<file path="src/rtl/bcd_interval_timer.sv">
// Packed-BCD interval timer: countdown or stopwatch, prescaled LSD steps, pause, auto-reload, done pulse.
// Optional lap capture register is built only when BCD_TIMER_LAP_EN is defined.
module bcd_interval_timer #(
    parameter int DIGITS      = 5,
    parameter int TICK_CYCLES = 50000,
    parameter int TICK_W      = 16
) (
    input  logic                  CLK,
    input  logic                  RST,
    input  logic [DIGITS*4-1:0]   StartValue,
    input  logic                  Mode,
    input  logic                  Restart,
    input  logic                  Run,
    input  logic                  AutoReload,
    input  logic                  Lap,
    output logic [DIGITS*4-1:0]   CurrentValue,
    output logic [DIGITS*4-1:0]   LapValue,
    output logic                  TimerDone,
    output logic                  DonePulse,
    output logic                  Tick
);

    localparam int VAL_W = DIGITS * 4;
    localparam logic [TICK_W-1:0] TICK_LAST = TICK_W'(TICK_CYCLES - 1);

    typedef enum logic [1:0] {IDLE, RUN, PAUSE, DONE} state_t;

    state_t             state_q, state_d;
    logic [TICK_W-1:0]  presc_q, presc_d;
    logic [VAL_W-1:0]   count_q, count_d;
    logic [VAL_W-1:0]   target_q, target_d;
    logic               mode_q, mode_d;
    logic [VAL_W-1:0]   disp_d;
    logic               pulse_d;
    logic               show_term;

    logic [VAL_W-1:0]   start_clamped;
    logic [VAL_W-1:0]   idle_load;
    logic [VAL_W-1:0]   reload_val;
    logic [VAL_W-1:0]   stepped;
    logic               at_terminal;

    function automatic logic [VAL_W-1:0] bcd_clamp(input logic [VAL_W-1:0] v);
        logic [VAL_W-1:0] r;
        r = v;
        for (int i = 0; i < DIGITS; i++) begin
            if (v[i*4 +: 4] > 4'd9) r[i*4 +: 4] = 4'd9;
        end
        return r;
    endfunction

    // One LSD step with ripple carry (up) or borrow (down) through every digit.
    function automatic logic [VAL_W-1:0] bcd_step(input logic [VAL_W-1:0] v, input logic up);
        logic [VAL_W-1:0] r;
        logic             ripple;
        r      = v;
        ripple = 1'b1;
        for (int i = 0; i < DIGITS; i++) begin
            if (ripple) begin
                if (up) begin
                    if (v[i*4 +: 4] >= 4'd9) begin
                        r[i*4 +: 4] = 4'd0;
                    end else begin
                        r[i*4 +: 4] = v[i*4 +: 4] + 4'd1;
                        ripple      = 1'b0;
                    end
                end else begin
                    if (v[i*4 +: 4] == 4'd0) begin
                        r[i*4 +: 4] = 4'd9;
                    end else begin
                        r[i*4 +: 4] = v[i*4 +: 4] - 4'd1;
                        ripple      = 1'b0;
                    end
                end
            end
        end
        return r;
    endfunction

    assign start_clamped = bcd_clamp(StartValue);
    assign idle_load     = Mode ? '0 : start_clamped;
    assign reload_val    = mode_q ? '0 : target_q;
    assign stepped       = bcd_step(count_q, mode_q);
    assign at_terminal   = mode_q ? (stepped == target_q) : (stepped == '0);

    // PAUSE keeps stepping logic alive so the resume edge itself counts as a run cycle.
    always_comb begin
        state_d   = state_q;
        presc_d   = presc_q;
        count_d   = count_q;
        target_d  = target_q;
        mode_d    = mode_q;
        pulse_d   = 1'b0;
        show_term = 1'b0;

        case (state_q)
            IDLE: begin
                presc_d  = '0;
                mode_d   = Mode;
                target_d = start_clamped;
                count_d  = idle_load;
                if (Run) begin
                    if (!Mode && (start_clamped == '0)) begin
                        state_d = DONE;
                        pulse_d = !Restart;
                    end else begin
                        state_d = RUN;
                    end
                end
            end
            RUN, PAUSE: begin
                if (Run) begin
                    state_d = RUN;
                    if (presc_q == TICK_LAST) begin
                        presc_d = '0;
                        count_d = stepped;
                        if (at_terminal) begin
                            pulse_d = 1'b1;
                            // A zero stopwatch target free-runs and never parks in DONE.
                            if (AutoReload || (mode_q && (target_q == '0))) begin
                                count_d   = reload_val;
                                show_term = 1'b1;
                            end else begin
                                state_d = DONE;
                            end
                        end
                    end else begin
                        presc_d = presc_q + TICK_W'(1);
                    end
                end else begin
                    state_d = PAUSE;
                end
            end
            default: begin
            end
        endcase

        if (Restart) begin
            state_d   = IDLE;
            presc_d   = '0;
            count_d   = idle_load;
            show_term = 1'b0;
        end

        // On a reload the terminal value stays visible for the pulse cycle.
        disp_d = show_term ? stepped : count_d;
    end

    always_ff @(posedge CLK or negedge RST) begin
        if (!RST) begin
            state_q      <= IDLE;
            presc_q      <= '0;
            count_q      <= '0;
            target_q     <= '0;
            mode_q       <= 1'b0;
            CurrentValue <= '0;
            TimerDone    <= 1'b0;
            DonePulse    <= 1'b0;
            Tick         <= 1'b0;
        end else begin
            state_q      <= state_d;
            presc_q      <= presc_d;
            count_q      <= count_d;
            target_q     <= target_d;
            mode_q       <= mode_d;
            CurrentValue <= disp_d;
            TimerDone    <= (state_d == DONE);
            DonePulse    <= pulse_d;
            Tick         <= (state_d == RUN) && (presc_d == TICK_LAST);
        end
    end

`ifdef BCD_TIMER_LAP_EN
    // Captures the displayed value, so a lap on a step edge records the pre-step value.
    always_ff @(posedge CLK or negedge RST) begin
        if (!RST) begin
            LapValue <= '0;
        end else if (state_q == IDLE) begin
            LapValue <= '0;
        end else if (Lap && ((state_q == RUN) || (state_q == PAUSE))) begin
            LapValue <= CurrentValue;
        end
    end
`else
    logic unused_lap;
    assign unused_lap = Lap;
    assign LapValue   = '0;
`endif

endmodule

</file>
<file path="config.mk">
export PLATFORM = sky130hd
export DESIGN_NAME = bcd_interval_timer
export DESIGN_NICKNAME = d
export VERILOG_FILES = /design/src/rtl/bcd_interval_timer.sv
export SDC_FILE = /design/constraint.sdc
export NUM_CORES = 1
export LEC_CHECK = 0
export ABC_AREA = 1
export CAP_MARGIN = 20
export CORE_ASPECT_RATIO = 0.8
export CORE_MARGIN = 2
export CORE_UTILIZATION = 30
export DETAILED_ROUTE_END_ITERATION = 12
export GPL_TIMING_DRIVEN = 0
export PLACE_DENSITY = 0.48
export SYNTH_ARGS = -nofsm -noshare
export SYNTH_HDL_FRONTEND = slang
export SYNTH_SLANG_ARGS = --single-unit
</file>
<file path="constraint.sdc">
create_clock -name CLK -period 4.18 [get_ports CLK]
set_input_delay 0.836 -clock CLK [delete_from_list [all_inputs] [get_ports CLK]]
set_output_delay 0.836 -clock CLK [all_outputs]
set_load 0.05 [all_outputs]
</file>
; ---- After elaboration in Yosys (flattened, before gate mapping)
; Cells that the tools add are included.
; W data, S select, Z words.
[word_totals]
mem_count = 0
rom_bits = 0
latch_bits = 0
regBits = 82
word_cells = 126
mem_bits_rw = 0
[op_classes]
n_reduce_logical = 16
n_mul = 0
magnitude_cmp = 10
n_eq_ne = 7
muxes = 73
n_addsub = 11
shifts = 0
n_bitwise = 0
n_div = 0
[ops]
columns = operator, n
row1 = $mux W20, 8
row2 = $mux W4, 24
row3 = $logic_not A20 Y1, 3
row4 = $mux W16, 3
row5 = $pmux W20 S2, 1
row6 = $eq A16 B16 Y1 const B, 2
row7 = $pmux W16 S2, 1
row8 = $mux W1, 27
row9 = $add A4 B1 Y4 const B, 5
row10 = $eq A20 B20 Y1, 1
row11 = $ge A4 B4 Y1 const B, 5
row12 = $gt A4 B4 Y1 const B, 5
row13 = $logic_not A4 Y1, 5
row14 = $sub A4 B1 Y4 const B, 5
row15 = $add A16 B1 Y16 const B, 1
row16 = $mux W2, 7
row17 = $eq A2 B1 Y1 const B, 2
row18 = $eq A2 B2 Y1 const B, 2
row19 = $pmux W2 S2, 1
row20 = $logic_and A1 B1 Y1, 3
row21 = $logic_not A1 Y1, 2
row22 = $logic_not A2 Y1, 1
row23 = $pmux W1 S2, 1
row24 = $reduce_or A2 Y1, 1
row25 = $logic_or A1 B1 Y1, 1

; ---- Longest topological paths before layout
[depth]
ltp_word = 16
mapped_depth = 28
mapped_depth_nobuf = 27

; ---- Least setup slack after synthesis
; No wires, ideal clock.
[synth_timing]
path_kind = register to register
from = reg count_q[5]
to = reg CurrentValue[13]
setup_time_ps = 117
t_required_ps = 4063
period_less_slack_ps = 2811
stages_incl_launch_ff = 21
path_slack_ps = 1369
arrival_time_ps = 2694
path_cell_list = dfrtp_1 > inv_1 > ha_1 > nand2_1 > nor2_2 > nand2_1 > nand2_4 > nand2_4 > nor2_8 > nand2_2 > nand2_1 > nand2_2 > nor3_1 > nand3_1 > nand2_2 > nand2_4 > nor3_4 > inv_2 > buf_6 > nand3_1 > nand2_1
[synth_via]
elab_chain_cells = 15
elab_cells_between_ends = 32
cone_classes = 2 x add/sub / 1 x order compare / 1 x eq/ne / 26 x mux / 2 x reduce/logical
[synth_lines]
columns = item, line
row1 = start: declaration, 30  ; logic [VAL_W-1:0] count_q, count_d;
row2 = start signal: assignment, 163  ; count_q <= count_d;
row3 = $ge A4 B4 Y1 / $logic_not A4 Y1 (equally long branches), "61, 68"
row4 = "$mux W1, on equally long branches", "61, 68"
row5 = $mux W1, 60  ; if (up) begin
row6 = $mux W1 (3 in a row), 59  ; if (ripple) begin
row7 = $mux W4, 59
row8 = $eq A20 B20 Y1 / $logic_not A20 Y1 (equally long branches), 84  ; assign at_terminal = mode_q ? (stepped == target_q) : (stepped == '0);
row9 = $mux W1, 84
row10 = $mux W20 / $mux W1 (equally long branches), 117  ; if (at_terminal) begin
row11 = $mux W20 / $mux W1 (equally long branches), 114  ; if (presc_q == TICK_LAST) begin
row12 = $mux W20 / $mux W1 (equally long branches), 112  ; if (Run) begin
row13 = $pmux W20 S2 / $mux W1 (equally long branches), 96  ; case (state_q)
row14 = $mux W20 / $mux W1 (equally long branches), 138  ; if (Restart) begin
row15 = $mux W20 (*), 146  ; disp_d = show_term ? stepped : count_d;
row16 = net disp_d[13], 33  ; logic [VAL_W-1:0] disp_d;
row17 = end signal: assignment, 166  ; CurrentValue <= disp_d;
row18 = end: declaration, 16  ; output logic [DIGITS*4-1:0] CurrentValue,
; The timed path passes the listed nets; every way through them passes the cells marked *.
; A chain may end at the register's enable or synchronous reset.

; ---- Worst setup path in the final report
[layout_timing]
from = reg count_q[0]
to = reg CurrentValue[19]
; The elaborated chain is that of the path after synthesis.

==> flow_summary_export.csv <==
group,metric,value,unit
worst_setup_path,reg2reg_to,"CurrentValue[19]",
timing,fin_crit,3890,ps
logic_synthesis,synthFlopType,"dfrtp_1",
timing,tightest_slew,821,ps
logic_synthesis,yosysUniqueCellTypes,47,
clocking,clock_latency,350,ps
clocking,cts_buffers,9,
global_routing,first_global_vias,6312,
worst_setup_path,crit_path_start,"count_q[0]",
routing,drc,0,
placement,place_hpwl,18300,um
worst_setup_path,crit_required,4450,ps
worst_setup_path,arrival,4160,ps
final_layout,n_fill_cell,2344,
placement,dpl_cell_area,7420,um^2
routing,via_per_inst,5.07,
logic_synthesis,synth_warnings,0,
floorplanning,die_w,169,um
timing,period_share,93.0,%
floorplanning,start_util,30.3,%
clocking,clock-root-buffer,"clkbuf_16",
power,vdd_drop_max,148,uV
final_layout,n_antenna_cell,0,
timing,max_freq,257,MHz
power,power_density,427,nW/um^2
clocking,cts_buffer_depth,2,
final_layout,finalInstanceArea,7720,um^2
final_layout,area_growth,18.8,%
logic_synthesis,seq_area_frac_synth,31.6,%
floorplanning,core,21400,um^2
logic_synthesis,synth.cell_area,6500,um^2
worst_setup_path,path_class,"flip-flop to flip-flop",
logic_synthesis,synth.largest_area_cell,"dfrtp_1",
worst_setup_path,worstSetupEndpointType,"flip-flop",
floorplanning,design.die.area,22900,um^2
clocking,postCtsSetupBuffers,0,
routing,dr.pass1.iters,5,
routing,drt-initial-drc-count,675,
logic_synthesis,synth_seq_cells,82,
hold_path,hold_class,"primary input to async pin",
global_routing,overflow,0,
worst_setup_path,r2r_cells,17,
worst_setup_path,crit_fanout,10,
clocking,cts.sinks,82,
placement,numPortBuffers,48,
clocking,cts.reportedPaths.clkPinSlew,70,ps
routing,vias,6895,
routing,wl,24300,um
final_layout,fin_nets,1126,
timing,relSlewSlack,45.3,%
worst_setup_path,reg2reg_setup_slack,290,ps
final_layout,drive_above_1_share,8.66,%
routing,wl_per_cell,17.9,um
timing,whs,380,ps
timing,grt_setup_unrepaired,"no",
timing,finalClockSkew,8.90,ps
floorplanning,rows,48,
job,maxCapViolations,0,
timing,setup_viol,0,
logic_synthesis,postSynthAreaPerCell,6.50,um^2
clocking,htree_num_levels,3,
global_routing,grt_max_degree,60,
floorplanning,ios,70,
logic_synthesis,synthCells,1001,
timing,hold_viol,0,
worst_setup_path,worstReg2RegStart,"count_q[0]",
power,p_leak,3.83,nW
clocking,cts_tree,"done",
logic_synthesis,async_flop_share,100,%
run_status,outcome,"finished, final reports clean",
worst_setup_path,crit_end,"CurrentValue[19]",
global_routing,grt_first_pass_wirelength,37100,um
logic_synthesis,yosysTopAreaCellShare,31.6,%
logic_synthesis,synth_edf_count,0,
floorplanning,die_y,136,um
worst_setup_path,start_kind,"flip-flop",
logic_synthesis,netlist_top_cells_area,"dfrtp_1, nand2_1, nand3_1, nor2_1, inv_1",
placement,place_congestion,0.911,
global_routing,antenna_found_initial,0,
global_routing,grt_usage,21.7,%
timing,slew_violations,0,
routing,ant_nets,0,
[cell usage after synthesis (5+ instances only)]
master	n
nand2_1	300
nor2_1	114
inv_1	100
nand3_1	87
dfrtp_1	82
o21ai_0	58
o21ai_1	30
a21oi_1	26
nand4_1	24
buf_4	22
ha_1	19
clkbuf_1	17
nor3_1	11
inv_2	10
buf_2	8
o221ai_1	8
xor2_1	8
nand2_2	7
nor4_1	7
o21ai_2	6
o21bai_1	6
buf_6	5
[per-stage QoR]
step | setup WS, ps | total power [mW] | utilization, % | cells | setup TNS [ps]
6_report | 293 | 3.30 | 36.0 | 1360 | 0
5_1_grt | 85.2 | 3.51 | 36.0 | 1360 | 0
4_1_cts | 310 | 3.29 | 36.0 | 1360 | 0
3_5_place_dp | -4.08 | 2.46 | 34.6 | 1344 | -4.08
3_3_place_gp | -1100 | 2.47 | 34.5 | 1343 | -89550
2_1_floorplan | 1370 | 1.99 | - | 1020 | 0
[worst min path at each step]
stage	end	slack [ps]	cells past startpoint
floorplan	target_q[1]	470	2
global placement	target_q[1]	520	2
detailed placement	target_q[1]	510	2
CTS	presc_q[5]	380	1
global route	presc_q[5]	390	1
finish	presc_q[5]	380	1
[registers in the layout (all words and copies together), names as in the netlist]
name and flops:
Tick 1, target_q 20, TimerDone 1, CurrentValue 20
DonePulse 1, count_q 20, presc_q 16, state_q 2
mode_q 1
[area by class of cell]
type / instances / area, um^2 / area share (%)
plain buffers: 52 / 325 / 4.21
clock buffers: 10 / 229 / 2.96
clock inverters: 6 / 67.6 / 0.875
inverters: 112 / 423 / 5.48
multi-input cells: 774 / 3780 / 48.9
flip-flops and latches: 82 / 2050 / 26.6
well taps: 275 / 344 / 4.45
repair buffers: 49 / 505 / 6.54
[critical path, cell delays in order (launching register included)]
cell and delay, ps:
dfrtp_1 520, inv_1 130, ha_1 260, nand3_1 140, nand3_2 150, nand2_4 160, buf_6 160, nand3_1 120
nand2_1 160, nand4_1 120, nor3_1 350, nand3_1 140, nand2_2 220, nand2_4 110, nor3_4 460, inv_2 200
buf_6 220, o21ai_2 160
[cells by family (layout without fill, tap and decap cells)]
family / count (synthesis) / after routing / synth area share [%]
and+or+nand+nor: 574 / 574 / 38.6
buffers and inverters: 164 / 229 / 11.5
AOI/OAI and AO/OA: 152 / 152 / 13.4
DFF: 82 / 82 / 31.6
adders and majority gates: 19 / 19 / 3.66
xor gates and xnor gates: 9 / 9 / 1.21
other: 1 / 20 / 0.0577
[what timing repair did]
item / CTS / global route
gates resized for setup: 0 / 1
hold buffers: 0 / 0
hold endpoints to repair: 0 / 0
setup endpoints to repair: 0 / 1
[power breakdown]
part / switching, mW / leakage (nW) / internal (mW) / total [mW]
combinational: 1.04 / 2.62 / 0.431 / 1.47
sequential: 0.0975 / 1.07 / 0.906 / 1.00
clock: 0.357 / 0.139 / 0.465 / 0.822
[cells in the final DEF, fill, tap and decap left out, types with 7 or more instances in the layout]
master,instances
buf_4,23
dfrtp_1,82
inv_1,100
a21oi_1,26
buf_2,8
nand4_1,24
o21ai_0,58
o21ai_1,30
nand2_1,299
nor2_1,114
clkdlybuf4s50_1,47
clkbuf_16,9
nor4_1,7
nor3_1,11
nand3_1,87
clkbuf_1,18
nand2_2,8
xor2_1,8
o221ai_1,8
ha_1,19
inv_2,10
conb_1,20
[metal layers]
metal | up-vias | GRT usage [%] | part of all wire (%)
li1 | 3379 | - | -
met1 | 3204 | 31.6 | 48
met2 | 273 | 32.5 | 43
met3 | 39 | 4.53 | 7.5
met4 | 0 | 5.51 | 1.9
met5 | - | 0 | 0
No activity file was read; power rests on OpenSTA's default activity.
